==> config.mk <==
export PLATFORM = sky130hd
export DESIGN_NAME = access_log_capture
export DESIGN_NICKNAME = d
export VERILOG_FILES = /design/src/rtl/access_log_pkg.sv /design/src/rtl/access_log_fifo.sv /design/src/rtl/access_log_capture.sv
export SDC_FILE = /design/constraint.sdc
export NUM_CORES = 1
export LEC_CHECK = 0
export BUFFER_PORTS_ARGS = -buffer_cell sky130_fd_sc_hd__buf_2
export CAP_MARGIN = 20
export CORE_ASPECT_RATIO = 0.7
export CORE_UTILIZATION = 50
export CTS_BUF_LIST = sky130_fd_sc_hd__clkbuf_4
export DETAILED_ROUTE_END_ITERATION = 16
export MAX_ROUTING_LAYER = met4
export PLACE_DENSITY = 0.67
export SYNTH_ARGS = -nofsm -noshare
export SYNTH_HDL_FRONTEND = slang
export SYNTH_SLANG_ARGS = --single-unit
==> constraint.sdc <==
create_clock -name clk -period 3.9 [get_ports clk]
set_input_delay 0.39 -clock clk [delete_from_list [all_inputs] [get_ports clk]]
set_output_delay 0.39 -clock clk [all_outputs]
set_load 0.005 [all_outputs]
==> src/rtl/access_log_pkg.sv <==
// Shared definitions for the access log capture block.
// Holds the record kind encodings, the capture FSM state type, the packed
// record layout at the default widths, and the default parameter values.
package access_log_pkg;

  localparam int ID_W_D   = 4;
  localparam int TS_W_D   = 16;
  localparam int DEPTH_D  = 8;
  localparam int DROP_W_D = 8;

  localparam logic KIND_ACCESS = 1'b0;
  localparam logic KIND_DROP   = 1'b1;

  typedef enum logic {
    NORMAL   = 1'b0,
    OVERFLOW = 1'b1
  } state_e;

  // Record layout at default widths; the top packs the same field order
  // ({kind, ts, user, res}) for any parameterisation.
  typedef struct packed {
    logic              kind;
    logic [TS_W_D-1:0] ts;
    logic [ID_W_D-1:0] user;
    logic [ID_W_D-1:0] res;
  } rec_t;

endpackage

==> src/rtl/access_log_fifo.sv <==
// Synchronous FIFO with first-word-fall-through read and occupancy output.
// Ports:
//   clk, rst      clock, async active-high reset
//   i_push        write request (ignored when full)
//   i_wdata       write data
//   i_pop         read request (ignored when empty)
//   o_rdata       head entry; zero while empty
//   o_empty       no entries
//   o_full        level == DEPTH (registered level)
//   o_level       current occupancy
module access_log_fifo #(
  parameter int W     = 8,
  parameter int DEPTH = 8,
  parameter int LW    = $clog2(DEPTH) + 1
) (
  input  logic          clk,
  input  logic          rst,
  input  logic          i_push,
  input  logic [W-1:0]  i_wdata,
  input  logic          i_pop,
  output logic [W-1:0]  o_rdata,
  output logic          o_empty,
  output logic          o_full,
  output logic [LW-1:0] o_level
);
  localparam int AW = $clog2(DEPTH);

  logic [W-1:0]  r_mem [DEPTH];
  logic [AW-1:0] r_wp, r_rp;
  logic [LW-1:0] r_level;
  logic          w_push, w_pop;

  assign o_empty = (r_level == '0);
  assign o_full  = (r_level == LW'(DEPTH));
  assign o_level = r_level;
  // Full is judged on the registered level, so a same-cycle pop never
  // makes room for a write.
  assign w_push  = i_push && !o_full;
  assign w_pop   = i_pop && !o_empty;
  // Gate the head so the stream reads zero while empty (and after reset).
  assign o_rdata = o_empty ? '0 : r_mem[r_rp];

  always_ff @(posedge clk) begin
    if (w_push) r_mem[r_wp] <= i_wdata;
  end

  // Pointers wrap naturally because DEPTH is a power of two.
  always_ff @(posedge clk or posedge rst) begin
    if (rst) begin
      r_wp    <= '0;
      r_rp    <= '0;
      r_level <= '0;
    end else begin
      if (w_push) r_wp <= r_wp + 1'b1;
      if (w_pop)  r_rp <= r_rp + 1'b1;
      case ({w_push, w_pop})
        2'b10:   r_level <= r_level + 1'b1;
        2'b01:   r_level <= r_level - 1'b1;
        default: r_level <= r_level;
      endcase
    end
  end

endmodule

==> src/rtl/access_log_capture.sv <==
// Consumer end of the user/resource access interface. Timestamps each valid
// access event, buffers records in a FWFT FIFO and streams them out over
// valid/ready. Events lost to a full FIFO are counted; when space returns a
// single drop-summary record is inserted where the gap occurred.
// Ports:
//   clk, rst                 clock, async active-high reset
//   ev_valid/user_id/
//   resource_id              incoming access event
//   rec_valid/rec_ready      output stream handshake
//   rec_kind/rec_ts/
//   rec_user/rec_res         head record (summary: count split user=hi, res=lo)
//   drop_count               cumulative dropped events, saturating
//   fifo_level               current FIFO occupancy
module access_log_capture
  import access_log_pkg::*;
#(
  parameter int ID_W   = ID_W_D,
  parameter int TS_W   = TS_W_D,
  parameter int DEPTH  = DEPTH_D,
  parameter int DROP_W = DROP_W_D
) (
  input  logic                   clk,
  input  logic                   rst,
  input  logic                   ev_valid,
  input  logic [ID_W-1:0]        user_id,
  input  logic [ID_W-1:0]        resource_id,
  output logic                   rec_valid,
  input  logic                   rec_ready,
  output logic                   rec_kind,
  output logic [TS_W-1:0]        rec_ts,
  output logic [ID_W-1:0]        rec_user,
  output logic [ID_W-1:0]        rec_res,
  output logic [DROP_W-1:0]      drop_count,
  output logic [$clog2(DEPTH):0] fifo_level
);
  localparam int CW    = 2 * ID_W;
  localparam int REC_W = 1 + TS_W + CW;
  localparam int LW    = $clog2(DEPTH) + 1;

  state_e            r_state, w_state_nxt;
  logic [TS_W-1:0]   r_ts;
  logic [CW-1:0]     r_pend, w_pend_nxt, w_pend_inc, w_sum;
  logic [DROP_W-1:0] r_drops;
  logic              w_drop_inc, w_push, w_full, w_empty;
  logic [REC_W-1:0]  w_wdata, w_rdata;

  access_log_fifo #(.W(REC_W), .DEPTH(DEPTH), .LW(LW)) u_fifo (
    .clk     (clk),
    .rst     (rst),
    .i_push  (w_push),
    .i_wdata (w_wdata),
    .i_pop   (rec_ready),
    .o_rdata (w_rdata),
    .o_empty (w_empty),
    .o_full  (w_full),
    .o_level (fifo_level)
  );

  assign rec_valid = !w_empty;
  assign {rec_kind, rec_ts, rec_user, rec_res} = w_rdata;
  assign drop_count = r_drops;

  // Pending drop count, saturating; w_sum also folds in an event arriving
  // in the cycle the summary is written.
  assign w_pend_inc = (r_pend == '1) ? r_pend : r_pend + CW'(1);
  assign w_sum      = ev_valid ? w_pend_inc : r_pend;

  always_comb begin
    w_state_nxt = r_state;
    w_pend_nxt  = r_pend;
    w_drop_inc  = 1'b0;
    w_push      = 1'b0;
    w_wdata     = {KIND_ACCESS, r_ts, user_id, resource_id};
    case (r_state)
      NORMAL: begin
        if (ev_valid) begin
          if (w_full) begin
            w_drop_inc  = 1'b1;
            w_pend_nxt  = CW'(1);
            w_state_nxt = OVERFLOW;
          end else begin
            w_push = 1'b1;
          end
        end
      end
      OVERFLOW: begin
        if (w_full) begin
          if (ev_valid) begin
            w_drop_inc = 1'b1;
            w_pend_nxt = w_pend_inc;
          end
        end else begin
          // Summary takes the slot; any event this cycle is dropped into it.
          w_push      = 1'b1;
          w_wdata     = {KIND_DROP, r_ts, w_sum};
          w_drop_inc  = ev_valid;
          w_pend_nxt  = '0;
          w_state_nxt = NORMAL;
        end
      end
      default: w_state_nxt = NORMAL;
    endcase
  end

  always_ff @(posedge clk or posedge rst) begin
    if (rst) begin
      r_state <= NORMAL;
      r_ts    <= '0;
      r_pend  <= '0;
      r_drops <= '0;
    end else begin
      r_state <= w_state_nxt;
      r_ts    <= r_ts + 1'b1;
      r_pend  <= w_pend_nxt;
      if (w_drop_inc && (r_drops != '1)) r_drops <= r_drops + 1'b1;
    end
  end

endmodule

==> results.py <==
metrics = {
    "placement": {
        "place_area_sq_um": 10620,
        "dp_hpwl_microns": 10940,
        "pre_cts_slack_ns": 1.108,
        "place_congestion": 0.8750,
        "port_buffers": 49,
    },
    "route": {
        "ant_nets": 0,
        "wl_met1_microns": 9060,
        "top_layer": "met4",
        "post_drt_via_cell_ratio": 5.437,
        "drt-total-wl_microns": 18970,
        "wl_met2_microns": 8781,
        "drc": 0,
        "via_count": 5355,
        "wl_met3_microns": 917,
        "routedWlPerCell_microns": 19.26,
        "drtIter0Drc": 430,
        "drt-pass1-iter-count": 5,
    },
    "worst_setup_path": {
        "r2r_slack_ns": 1.06,
        "path_max_fanout": 31,
        "r2r-start": "r_pend[0]",
        "cp_slowest_cell": "dfrtp_4",
        "arrival_ns": 2.85,
        "critPathCaptureType": "primary output",
        "crit_chain": "buf_4 > mux4_2 > mux2i_1 > nor2_1 > buf_2",
        "rr_worst_depth": 5,
        "cp.required_ns": 3.51,
        "cp-start-kind": "register",
        "r2r_end": "u_fifo.r_mem[5][0]",
        "critPathKind": "register to primary output",
        "cp_num_buf_inv": 2,
        "cpPeakStageDelay_ns": 0.86,
        "critPathTopFamily": "flip-flops",
    },
    "clocking": {
        "worstSkewPairLatency_ns": 0.65,
        "cts-root-buf": "clkbuf_4",
        "cts_setup_buffers": 0,
        "path_clk_slew_ns": 0.07,
        "cts-htree-levels": 2,
        "clock-sinks": 243,
        "cts_buffers": 56,
        "clockBufferDepth": 3,
        "cts_tree": "done",
    },
    "timing": {
        "rsz0062_at_grt": "false",
        "max_clock_freq_mhz": 309.0,
        "setup_tns_ns": 0,
        "slew_headroom_pct": 32.27,
        "finalHoldViolations": 0,
        "final_max_slew_viol_count": 0,
        "setup_viol": 0,
        "min_period_ns": 3.237,
        "worstMarginPinSlew_ns": 1.005,
        "period_share_pct": 82.99,
        "holdWs_ns": 0.2034,
        "fin_ws_ns": 0.6635,
        "fin_skew_ns": 0.02630,
    },
    "synth": {
        "ys_types": 53,
        "synth-edff-count": 200,
        "synth_ff_type": "edfxtp_1",
        "yosysSeqAreaShare_pct": 70.71,
        "synth_largest_area_cell": "edfxtp_1",
        "synth_warnings": 0,
        "synth_area_sq_um": 10010,
        "synth.most_common_cell": "edfxtp_1",
        "synth_cells": 578,
        "synthTopCellsByCount": "edfxtp_1 (200), mux4_2 (50), nor2_1 (47), dfrtp_1 (43), nand2_1 (32)",
        "synth_async_sr_flop_share_pct": 17.70,
        "synth-seq-cells": 243,
        "synth_area_leaders": "edfxtp_1 (60%), mux4_2 (11%), dfrtp_1 (11%), mux2i_1 (2.6%), nor2_1 (1.8%)",
        "syn_nets": 598,
        "synth_top_area_share_pct": 59.97,
        "syn_area_per_cell_sq_um": 17.33,
    },
    "global_routing": {
        "antenna_found_initial": 1,
        "grt.overflow.total": 0,
        "grt_pass1_wl_microns": 30220,
        "grt_max_degree": 44,
        "grtUsageTotal_pct": 20.50,
        "grt_pass1_vias": 5475,
    },
    "power_and_ir_drop": {
        "p_comb_share_pct": 27.8,
        "switching_share_pct": 30.96,
        "clkPwrFrac_pct": 25.2,
        "total_power_uw": 7725,
        "power_frac_seq_pct": 47.0,
        "switchingPower_uw": 2391,
        "p_leak_uw": 0.004192,
        "ir_drop_mv": 0.3819,
        "p_int_uw": 5334,
        "power.density_nw_per_um2": 680.1,
    },
    "floorplanning": {
        "die_h_microns": 120.4,
        "die_w_microns": 171.2,
        "die_area_sq_um": 20610,
        "rows": 42,
        "num_io_pins": 50,
        "core_region_area_sq_um": 19230,
        "start_util_pct": 52.07,
    },
    "finish": {
        "syn_to_final_growth_pct": 13.42,
        "finish.instance_area_sq_um": 11360,
        "drive_gt1_share_pct": 31.81,
        "nNetsFinal": 693,
    },
    "run_status": {
        "status": "completed",
    },
    "job": {
        "drv_cap": 0,
    },
    "min_path": {
        "hp-class": "input pin to async pin",
    },
}
==> layout make-up <==
class                   count  area (sq um)
diodes                      1         2.502
clock buffers              84         630.6
clock inverters            21         80.08
fillers                  1493          7875
inverters                   9         33.78
multi-input cells         296          2786
flip-flops and latches    243          7087
well taps                 264         330.3
repair buffers             67         407.9
==> metrics by stage <==
stage	util, %	cells
2_1_floorplan	-	578
3_3_place_gp	55.19	877
3_5_place_dp	55.19	877
4_1_cts	58.94	983
5_1_grt	59.06	985
6_report	59.06	985
==> registers in the layout, summed over array words and instances, names as in the netlist <==
register and count:
drop_count 8, u_fifo.r_rp 3, r_pend 8, u_fifo.r_wp 3
u_fifo.r_mem 200, r_state 1, u_fifo.o_level 4, r_ts 16
==> how the worst max path moves through the flow <==
stage                            from                  to  slack, ns  cells after the start
global placement    u_fifo.o_level[2]   u_fifo.o_level[2]       1.28                     10
detailed placement  u_fifo.o_level[2]   u_fifo.o_level[2]       1.11                     10
finish                 u_fifo.r_rp[0]         rec_user[3]       0.66                      5
floorplan                    ev_valid  u_fifo.r_mem[0][0]       0.60                      4
global route           u_fifo.r_rp[0]         rec_user[3]       0.45                      5
CTS                    u_fifo.r_rp[0]         rec_user[3]       0.57                      5
==> placed cells by master (no fill, tap or decap), drive strengths merged, types with 2 or more instances in the layout <==
cell type / n
nand2: 32
o21ai: 17
o32ai: 2
and2: 2
a41o: 2
a21oi: 5
mux4: 50
nor3: 7
a31oi: 2
nand3b: 2
nand3: 16
nor4b: 2
edfxtp: 200
dfrtp: 43
nor2: 47
clkinv: 19
nor2b: 2
ha: 8
o21a: 2
and4: 2
nand2b: 4
buf: 66
and3: 3
xnor2: 13
inv: 11
xor2: 14
clkbuf: 84
o31ai: 2
mux2: 8
or3: 2
nand4: 9
nor4: 4
mux2i: 26
==> timing repair <==
item	in CTS	in global routing
resized for setup	0	0
hold endpoints to repair	43	0
hold buffers	1	0
==> layer usage <==
layer  track usage [%]  up-vias
met3             4.092       20
met2             29.80      142
li1                  -     2501
met4             6.138        0
met5                 -        -
met1             29.56     2692
==> worst min-delay path: stages <==
cell and delay (ns):
dlygate4sd3_1 0.53, buf_2 0.12, inv_2 0.17
==> kinds of logic after synthesis <==
logic type | count (synthesis) | synth area share (%)
AOI/OAI and AO/OA | 39 | 2.549
buffers and inverters | 39 | 1.712
xor gates and xnor gates | 27 | 2.361
adders and majority gates | 8 | 0.9995
muxes | 84 | 14.74
and+or+nand+nor | 138 | 6.922
DFF | 243 | 70.71
==> power groups by stage <==
stage	Combinational [uW]	Clock (uW)	Sequential, uW
after detailed placement	2190	0	3700
final	2150	1940	3630
after CTS	2200	2010	3640
after global placement	2160	0	3670
after floorplan	1670	0	3420
after global routing	2370	2140	3700
No activity file was read; power rests on OpenSTA's default activity.
